===== config.mk =====
export PLATFORM = sky130hd
export DESIGN_NAME = pid_ctrl
export DESIGN_NICKNAME = d
export VERILOG_FILES = /design/src/rtl/pid_ctrl.sv
export SDC_FILE = /design/constraint.sdc
export NUM_CORES = 1
export LEC_CHECK = 0
export ABC_AREA = 1
export BUFFER_PORTS_ARGS = -buffer_cell sky130_fd_sc_hd__clkbuf_2
export CELL_PAD_IN_SITES_DETAIL_PLACEMENT = 0
export CELL_PAD_IN_SITES_GLOBAL_PLACEMENT = 1
export CORE_MARGIN = 2
export CORE_UTILIZATION = 25
export DETAILED_ROUTE_END_ITERATION = 6
export PLACE_DENSITY = 0.63
export SLEW_MARGIN = 40
export SYNTH_ARGS = -nofsm -noshare
export SYNTH_HDL_FRONTEND = slang
export SYNTH_SLANG_ARGS = --single-unit

===== constraint.sdc =====
create_clock -name clk -period 2.96 [get_ports clk]
set_input_delay 0.296 -clock clk [delete_from_list [all_inputs] [get_ports clk]]
set_output_delay 0.296 -clock clk [all_outputs]
set_load 0.02 [all_outputs]

===== src/rtl/pid_ctrl.sv =====
// pid_ctrl: two-stage PID (vld sampled at edge N -> cntrl_vld after edge N+1), no backpressure, plus soft-start timer.
// Define PID_ANTIWINDUP_EN to freeze the integrator while the output is saturated in the direction of the error.
module pid_ctrl #(
    parameter int PTCH_W   = 16,
    parameter int ERR_W    = 10,
    parameter int P_COEFF  = 9,
    parameter int D_SHIFT  = 6,
    parameter int I_SHIFT  = 6,
    parameter int INTEG_W  = 18,
    parameter int OUT_W    = 12,
    parameter int TMR_W    = 27,
    parameter int SS_W     = 8,
    parameter int FAST_SIM = 1
) (
    input  logic              clk,
    input  logic              rst,
    input  logic              vld,
    input  logic [PTCH_W-1:0] ptch,
    input  logic [PTCH_W-1:0] ptch_rt,
    input  logic              pwr_up,
    input  logic              rider_off,
    output logic [OUT_W-1:0]  PID_cntrl,
    output logic              cntrl_vld,
    output logic [SS_W-1:0]   ss_tmr
);

    localparam int SUM_W = INTEG_W + 2;
    localparam int IA_W  = INTEG_W + 1;
    localparam int I_SH  = (FAST_SIM != 0) ? 1 : I_SHIFT;
    localparam int STEP_I = (FAST_SIM != 0) ? 256 : 1;

    localparam logic [ERR_W-1:0]   ERR_HI    = {1'b0, {(ERR_W-1){1'b1}}};
    localparam logic [ERR_W-1:0]   ERR_LO    = {1'b1, {(ERR_W-1){1'b0}}};
    localparam logic [PTCH_W-1:0]  PT_HI     = {{(PTCH_W-ERR_W){1'b0}}, ERR_HI};
    localparam logic [PTCH_W-1:0]  PT_LO     = {{(PTCH_W-ERR_W){1'b1}}, ERR_LO};
    localparam logic [INTEG_W-1:0] INTEG_MAX = {1'b0, {(INTEG_W-1){1'b1}}};
    localparam logic [INTEG_W-1:0] INTEG_MIN = {1'b1, {(INTEG_W-1){1'b0}}};
    localparam logic [OUT_W-1:0]   OUT_MAX   = {1'b0, {(OUT_W-1){1'b1}}};
    localparam logic [OUT_W-1:0]   OUT_MIN   = {1'b1, {(OUT_W-1){1'b0}}};
    localparam logic [SUM_W-1:0]   P_GAIN    = SUM_W'(P_COEFF);
    localparam logic [TMR_W-1:0]   TMR_STEP  = TMR_W'(STEP_I);

    logic [INTEG_W-1:0] integ_q, integ_d;
    logic [SUM_W-1:0]   pterm_q, pterm_d;
    logic [SUM_W-1:0]   dterm_q, dterm_d;
    logic               s1_vld_q;
    logic [OUT_W-1:0]   pid_q, pid_d;
    logic               cvld_q;
    logic [TMR_W-1:0]   cnt_q, cnt_d;

    logic [ERR_W-1:0]   err;
    logic [SUM_W-1:0]   err_x;
    logic [PTCH_W-1:0]  rt_sh;
    logic [IA_W-1:0]    integ_add;
    logic [INTEG_W-1:0] integ_sat;
    logic [INTEG_W-1:0] iterm;
    logic [SUM_W-1:0]   sum;
    logic               aw_hold;

    always_comb begin
        if ($signed(ptch) > $signed(PT_HI)) begin
            err = ERR_HI;
        end else if ($signed(ptch) < $signed(PT_LO)) begin
            err = ERR_LO;
        end else begin
            err = ptch[ERR_W-1:0];
        end
    end

    assign err_x   = {{(SUM_W-ERR_W){err[ERR_W-1]}}, err};
    assign pterm_d = SUM_W'($signed(err_x) * $signed(P_GAIN));
    assign rt_sh   = PTCH_W'($signed(ptch_rt) >>> D_SHIFT);
    assign dterm_d = -{{(SUM_W-PTCH_W){rt_sh[PTCH_W-1]}}, rt_sh};

    // One extra bit of headroom so overflow shows up in the top two bits instead of wrapping.
    assign integ_add = {integ_q[INTEG_W-1], integ_q} + {{(IA_W-ERR_W){err[ERR_W-1]}}, err};

    always_comb begin
        case (integ_add[IA_W-1:IA_W-2])
            2'b01:   integ_sat = INTEG_MAX;
            2'b10:   integ_sat = INTEG_MIN;
            default: integ_sat = integ_add[INTEG_W-1:0];
        endcase
    end

`ifdef PID_ANTIWINDUP_EN
    assign aw_hold = ((pid_q == OUT_MAX) && !err[ERR_W-1] && (|err)) ||
                     ((pid_q == OUT_MIN) && err[ERR_W-1]);
`else
    assign aw_hold = 1'b0;
`endif

    always_comb begin
        integ_d = integ_q;
        if (rider_off) begin
            integ_d = '0;
        end else if (vld && !aw_hold) begin
            integ_d = integ_sat;
        end
    end

    // Stage 2 sees the integrator already updated by the sample now sitting in stage 1.
    assign iterm = INTEG_W'($signed(integ_q) >>> I_SH);
    assign sum   = pterm_q + {{(SUM_W-INTEG_W){iterm[INTEG_W-1]}}, iterm} + dterm_q;

    always_comb begin
        if (!sum[SUM_W-1] && (|sum[SUM_W-2:OUT_W-1])) begin
            pid_d = OUT_MAX;
        end else if (sum[SUM_W-1] && !(&sum[SUM_W-2:OUT_W-1])) begin
            pid_d = OUT_MIN;
        end else begin
            pid_d = sum[OUT_W-1:0];
        end
    end

    always_comb begin
        cnt_d = cnt_q;
        if (!pwr_up) begin
            cnt_d = '0;
        end else if (!(&cnt_q[TMR_W-1 -: SS_W])) begin
            cnt_d = cnt_q + TMR_STEP;
        end
    end

    always_ff @(posedge clk or posedge rst) begin
        if (rst) begin
            integ_q  <= '0;
            pterm_q  <= '0;
            dterm_q  <= '0;
            s1_vld_q <= 1'b0;
            pid_q    <= '0;
            cvld_q   <= 1'b0;
            cnt_q    <= '0;
        end else begin
            integ_q  <= integ_d;
            s1_vld_q <= vld;
            cvld_q   <= s1_vld_q;
            cnt_q    <= cnt_d;
            if (vld) begin
                pterm_q <= pterm_d;
                dterm_q <= dterm_d;
            end
            if (s1_vld_q) begin
                pid_q <= pid_d;
            end
        end
    end

    assign PID_cntrl = pid_q;
    assign cntrl_vld = cvld_q;
    assign ss_tmr    = cnt_q[TMR_W-1 -: SS_W];

endmodule

==> results of run 1 <==
-- report_power, final --
part           internal [W]  switching (W)
registers           0.00139       0.000195
clock network      0.000590       0.000547
logic               0.00243        0.00307
-- state kept, by name, summed over array words and instances, names as in the netlist --
signal / count
s1_vld_q: 1
integ_q: 18
cntrl_vld: 1
PID_cntrl: 12
dterm_q: 20
pterm_q: 15
cnt_q: 19
-- cells in the final DEF, fill, tap and decap left out, drive strengths merged, types with 2 or more instances in the layout --
cell,instances
nand2,291
a31oi,5
o21ai,59
a21oi,84
nand4,10
buf,134
a21o,3
nor2,71
clkbuf,59
dfrtp,86
a211oi,4
a22o,2
nand3,56
ha,60
xor2,13
o31ai,3
xnor2,2
clkinvlp,5
fa,22
inv,131
nor3,27
or2,4
-- metal layers --
metal	up-vias	wire, µm	share of wire	global-route usage
met2	80	9460	0.47	0.235
met5	-	0	0	0
met1	3055	9790	0.49	0.193
met4	0	280	0.014	0.0298
met3	20	460	0.023	0.0186
li1	3459	-	-	-
-- cells in the mapped netlist (3+ instances only) --
cell type,count
or2_2,4
nor2_1,65
ha_1,60
a21o_1,3
a21oi_1,70
nand3_1,52
clkbuf_1,12
nand3_2,4
buf_4,8
a31oi_1,5
nor3_1,25
a211oi_1,4
nor2_2,5
nand2_2,17
o21ai_0,59
nand4_1,10
a21oi_2,14
inv_1,122
dfrtp_1,86
xor2_1,13
nand2_1,272
inv_2,6
fa_1,22
-- area by class of cell --
class / instances / area [µm²]
inverter: 129 / 493
timing repair buffer: 184 / 1310
clock inverter: 7 / 65.1
timing repair inverter: 1 / 7.51
multi-input combinational: 723 / 5040
tap: 378 / 473
fill: 2920 / 17900
sequential: 86 / 2160
clock buffer: 9 / 225
-- cells by family after synthesis --
| family | Yosys count | synth area share |
|---|---|---|
| AND/OR/NAND/NOR | 460 | 0.281 |
| AO/OA/AOI/OAI | 165 | 0.134 |
| buffers and inverters | 151 | 0.0886 |
| flip-flops | 86 | 0.307 |
| adder cells (fa/ha/maj) | 82 | 0.170 |
| XOR/XNOR | 15 | 0.0188 |
-- timing repair --
item	in CTS	in global routing
buffers inserted	5	15
pin swaps	22	78
gates cloned	3	0
setup endpoints to repair	30	33
gates resized for setup	51	134
-- per-stage QoR --
| step | hold slack, ns | worst slack [ns] | instance area (µm²) | utilization |
|---|---|---|---|---|
| after floorplan | 0.327 | -0.138 | 7060 | - |
| after global placement | 0.467 | -0.491 | 8530 | 0.308 |
| after detailed placement | 0.473 | -0.578 | 8530 | 0.308 |
| after CTS | 0.0858 | -0.00948 | 9140 | 0.330 |
| after global routing | 0.110 | -0.212 | 9770 | 0.353 |
| final | 0.0519 | -0.0200 | 9770 | 0.353 |
-- worst max path at each step --
stage	start	end	slack [ns]	cells after the start
final	ptch[11]	integ_q[12]	-0.02	21
after global routing	ptch[13]	integ_q[12]	-0.21	22
after global placement	ptch[11]	integ_q[17]	-0.49	20
after detailed placement	ptch[11]	integ_q[7]	-0.58	20
after CTS	dterm_q[1]	PID_cntrl[10]	-0.009	18
after floorplan	ptch[11]	integ_q[0]	-0.14	20
-- worst max-delay path, cell delays in order --
cell,delay [ns]
buf_6,0.10
nor2_4,0.09
nand3_2,0.08
o31ai_4,0.32
buf_4,0.18
a21oi_2,0.08
ha_4,0.31
buf_4,0.10
buf_4,0.09
nand2_1,0.04
nor2_1,0.14
nand4_1,0.19
nand4_1,0.21
nand2_4,0.08
ha_4,0.30
buf_6,0.11
clkinvlp_4,0.15
a21oi_2,0.15
o21ai_1,0.08
nand2_1,0.07
nand2_1,0.05
==> impl_results.md, run 1 <==
- Status: finished, violations left
- Failing checks: negative setup slack
- Yosys warnings: 0
- Fin crit share: 1.01
- DR vias: 6,614
- Largest net degree at the start of global routing: 54
- Clock-pin transition on the worst setup and hold timing paths: 0.07 ns
- Number of diodes: 0
- DP HPWL: 15,500 µm
- R2r startpoint: integ_q[10]
- WL per Instance: 13.2 µm
- Final Hold Fails: 0
- Crit path DAT: 3.22 ns
- Starting Density: 0.253
- Mean area per synthesized cell: 7.30 µm²
- Seq/Total Area, Yosys: 0.307
- Final slew viol count: 0
- Max Freq: 336 MHz
- Vias in the first global route: 6,504
- Worst setup path category: input pin to flip-flop
- IR drop worst, VDD: 317 µV
- Antenna viol nets, final: 0
- Most used DFF post-synth: dfrtp_1
- Die outline area: 0.0294 mm²
- Routed vias/inst: 4.36
- Nets: 1,253
- PnR worst setup slack: -0.0200 ns
- Row cnt: 61
- Tot Pwr: 0.00823 W
- Die width: 171 µm
- Synth unique cells: 40
- Max Cap Viol: 0
- Worst Tran Pin Value: 0.717 ns
- Synth top area cells: dfrtp_1 (31%), nand2_1 (15%), ha_1 (11%)
- Rel. slew slack: 0.521
- Min Tclk post-route: 2.98 ns
- Reg2reg end: integ_q[12]
- Crit start category: input pin
- DRC Markers: 0
- Gr ovfl total: 0
- Tot GR Track Use: 0.140
- Max FO, Critical Path: 5
- Placed insts: 1,480
- Post-Synthesis Cell Area: 0.00700 mm²
- Clock Path Buffers: 2
- Root Buffer Master: clkbuf_16
- Synth Net Count: 1,078
- DRT Pass-1 Iters: 6
- Clock latency on the worst-skew pair: 0.36 ns
- Initial DRC count: 266
- Initial antenna violation count: 0
- Area growth syn-to-layout: 39.5%
- Final setup vio count: 4
- Cell count after synthesis: 959
- Area leader, netlist: dfrtp_1
- H-tree levels: 3
- Depth of the worst register-to-register path: 16
- EDFF count, synth: 0
- Hold Path Class: input pin to async pin
- Leak: 4.82 nW
- First-pass GRT wire length: 32,600 µm
- Flop2flop setup slack: 0.06 ns
- Synth top area share: 0.307
- Final Non-Filler Cells: 1,517
- Core Region: 0.0277 mm²
- Clock tree from TritonCTS: done
- Pwr Density: 842 mW/mm²
- Asr flop ratio synth: 1.00
- Data required, critical path: 3.20 ns
- # hold bufs at CTS: 0
- I/O pin cnt: 58
- TritonCTS Buffers: 9
- Unrepaired setup endpoints after global routing: yes
- Die Y: 171 µm
- Total clock sinks: 86
- CP endpoint kind: flip-flop
- PortBufs: 51
- Worst Skew: 0.0149 ns
- Yosys reg bits: 86
- Final Wtd Congestion: 0.785
- Routed WL: 20,000 µm
- Layout cells sized above 1: 0.343
- Total negative slack: -0.0392 ns
(Power assumes the default switching activity.)
==> run 2, diff against run 1 <==
Settings changed: CORE_MARGIN 2 to 4.
==> run 2 against run 1 <==
The run still ends with negative setup slack left. Critical path depth unchanged. Worst hold slack got worse by 0.033 ns. Maximum frequency decreased by 2.9%. Count of clock-buffer cells in the layout increased by 2. Wire length decreased by 2.0%. Sequential cell count unchanged. First-iteration DRC count increased by 16%. Final area decreased by 2.2%. Sequential power about the same. Sequential share of layout area increased by 0.52 points. Clock power increased by 7%. Critical path type unchanged. Largest cell class unchanged. Highest routed layer unchanged.
==> impl_results.md, run 2 (synthesis results as in run 1) <==
- Status: finished, violations left (unchanged)
- Failing checks: negative setup slack (unchanged)
- I/O pin cnt: 58 (unchanged)
- Nets: 1,257 (was 1,253)
- Pwr Density: 842 mW/mm² (about the same)
- Crit path largest cell delay: 0.44 ns (was 0.32 ns)
- TritonCTS Buffers: 9 (unchanged)
- DRT Pass-1 Iters: 4 (was 6)
- Die width: 175 µm (was 171 µm)
- Critical path depth: 21 (unchanged)
- PortBufs: 51 (unchanged)
- Fin crit share: 1.04 (was 1.01)
- Root Buffer Master: clkbuf_16 (unchanged)
- Worst Skew: 0.0141 ns (was 0.0149 ns)
- Leak: 4.84 nW (was 4.82 nW)
- DP HPWL: 15,600 µm (was 15,500 µm)
- Tot GR Track Use: 0.129 (was 0.140)
- Die outline area: 0.0307 mm² (was 0.0294 mm²)
- Initial DRC count: 309 (was 266)
- Crit start category: input pin (unchanged)
- Reg area: 0.00216 mm² (about the same)
- Critical path cell sequence: buf_8 > nor2_4 > nand3_2 > o31ai_4 > a21oi_2 > ha_2 > fa_2 > nand3_2 > nand2_2 > a31oi_4 > o21ai_2 > nand2_1 > nand2_1 > nand2_1 > a22oi_2 > ha_4 > buf_6 > clkinvlp_4 > buf_12 > a21oi_2 > o21ai_1 (was buf_6 > nor2_4 > nand3_2 > o31ai_4 > buf_4 > a21oi_2 > ha_4 > buf_4 > buf_4 > nand2_1 > nor2_1 > nand4_1 > nand4_1 > nand2_4 > ha_4 > buf_6 > clkinvlp_4 > a21oi_2 > o21ai_1 > nand2_1 > nand2_1)
- Clock Path Buffers: 2 (unchanged)
- Data required, critical path: 3.20 ns (about the same)
- CP max-delay cell: o31ai_4 (unchanged)
- Routed vias/inst: 4.31 (was 4.36)
- DRC Markers: 0 (unchanged)
- Layout cells sized above 1: 0.317 (was 0.343)
- H-tree levels: 3 (unchanged)
- Min Tclk post-route: 3.07 ns (was 2.98 ns)
- Buffer and inverter count on the worst path: 4 (was 6)
- Family with the most delay on the worst path: compound AO/OA/AOI/OAI gates (was simple AND/OR/NAND/NOR gates)
- Routed WL: 19,600 µm (was 20,000 µm)
- Most frequent cells in the layout: nand2_1 (249), buf_4 (128), inv_1 (116) (was nand2_1 (247), buf_4 (123), inv_1 (112))
- CP endpoint kind: flip-flop (unchanged)
- Worst Tran Pin Value: 0.688 ns (was 0.717 ns)
- Worst setup path category: input pin to flip-flop (unchanged)
- Max FO, Critical Path: 7 (was 5)
- Fill cells: 2,927 (was 2,920)
- Total clock sinks: 86 (unchanged)
- Largest Register: dterm_q (unchanged)
- Vias in the first global route: 6,578 (was 6,504)
- Multi-input logic area: 0.00474 mm² (was 0.00504 mm²)
- Final Wtd Congestion: 0.812 (was 0.785)
- Crit path DAT: 3.31 ns (was 3.22 ns)
- Largest register FFs: 20 (unchanged)
- Largest net degree at the start of global routing: 56 (was 54)
- Row cnt: 60 (was 61)
- First-pass GRT wire length: 32,600 µm (about the same)
- Die Y: 175 µm (was 171 µm)
- Max Cap Viol: 0 (unchanged)
- Clock tree from TritonCTS: done (unchanged)
- Rel. slew slack: 0.541 (was 0.521)
- Core Region: 0.0273 mm² (was 0.0277 mm²)
- Regs by FF count: dterm_q (20), cnt_q (19), integ_q (18) (unchanged)
- Placement Setup Slack: -0.569 ns (was -0.578 ns)
- # hold bufs at CTS: 0 (unchanged)
- IR drop worst, VDD: 292 µV (was 317 µV)
- Hold Path Class: input pin to async pin (unchanged)
- Antenna viol nets, final: 0 (unchanged)
- Clock-pin transition on the worst setup and hold timing paths: 0.07 ns (about the same)
- Final slew viol count: 0 (unchanged)
- PnR worst setup slack: -0.109 ns (was -0.0200 ns)
- Number of diodes: 0 (unchanged)
- Area growth syn-to-layout: 36.5% (was 39.5%)
- Clock latency on the worst-skew pair: 0.35 ns (was 0.36 ns)
- Max Freq: 326 MHz (was 336 MHz)
- Starting Density: 0.257 (was 0.253)
- Unrepaired setup endpoints after global routing: yes (unchanged)
- WL per Instance: 12.9 µm (was 13.2 µm)
- Flop2flop setup slack: 0 ns (was 0.06 ns)
- Util after Layout: 0.351 (was 0.353)
- Most frequent CP cell: nand2_1
- DR vias: 6,533 (was 6,614)
- Final setup vio count: 19 (was 4)
- Final Hold Fails: 0 (unchanged)
- Depth of the worst register-to-register path: 18 (was 16)
- Final Non-Filler Cells: 1,515 (was 1,517)
- Initial antenna violation count: 0 (unchanged)
- Gr ovfl total: 0 (unchanged)
- Commonest non-fill, non-tap cell in the layout: nand2_1 (unchanged)
- Placed insts: 1,481 (was 1,480)
==> run 2: changes by cell type in the layout (fill, tap and decap cells not counted), moves of 4 or more <==
cell	change
clkinvlp_4	-4
ha_1	+12
a21oi_1	+4
o21ai_2	-6
buf_4	+5
inv_1	+4
ha_4	-11
o21ai_0	+7
a21oi_4	-5
nand2_4	-5
==> run 2: timing repair <==
action | in CTS | in global routing
setup endpoints to repair | 30 | 34
setup buffers | 12 | 6
pin swaps | 17 | 30
cloned | 1 | 1
gates resized for setup | 52 | 74
==> run 2: path summary, 6_finish.rpt <==
path / startpoint / to
worst max-delay path: ptch[11] / integ_q[2]
worst min-delay path: rst / integ_q[15]
worst max register to register: integ_q[2] / PID_cntrl[0]
worst min register to register: cnt_q[13] / cnt_q[13]
max in group asynchronous: rst / PID_cntrl[5]
min in group clk: ptch_rt[6] / dterm_q[0]
==> run 2: cell type report <==
class                      instances  share of cell area
tap                              372              0.0487
timing repair buffer             189               0.145
clock buffer                      11              0.0265
multi-input combinational        723               0.496
sequential                        86               0.226
inverter                         129              0.0516
clock inverter                     5             0.00681
==> run 2: report_power, final <==
| group | total [W] | internal, W | switching, W |
|---|---|---|---|
| clock | 0.00122 | 0.000710 | 0.000507 |
| sequential | 0.00158 | 0.00139 | 0.000190 |
| combinational | 0.00525 | 0.00233 | 0.00291 |
| total | 0.00804 | 0.00444 | 0.00361 |
==> run 2: through the flow <==
stage / hold WS (ns) / total power [W] / TNS [ns] / instance area (µm²)
6_report: 0.0185 / 0.00804 / -1.13 / 9550
5_1_grt: 0.0650 / 0.00879 / -5.99 / 9550
4_1_cts: 0.110 / 0.00769 / -0.710 / 9230
3_5_place_dp: 0.483 / 0.00596 / -13.05 / 8580
3_3_place_gp: 0.475 / 0.00593 / -11.45 / 8570
2_1_floorplan: 0.327 / 0.00446 / -1.67 / 7060
==> run 2: metal layers <==
metal,up-vias,part of all wire,wire length (µm),global-route usage
li1,3470,-,-,-
met2,50,0.47,9150,0.215
met1,2998,0.50,9860,0.180
met3,15,0.018,359,0.0159
met5,-,0,0,0
met4,0,0.011,225,0.0291
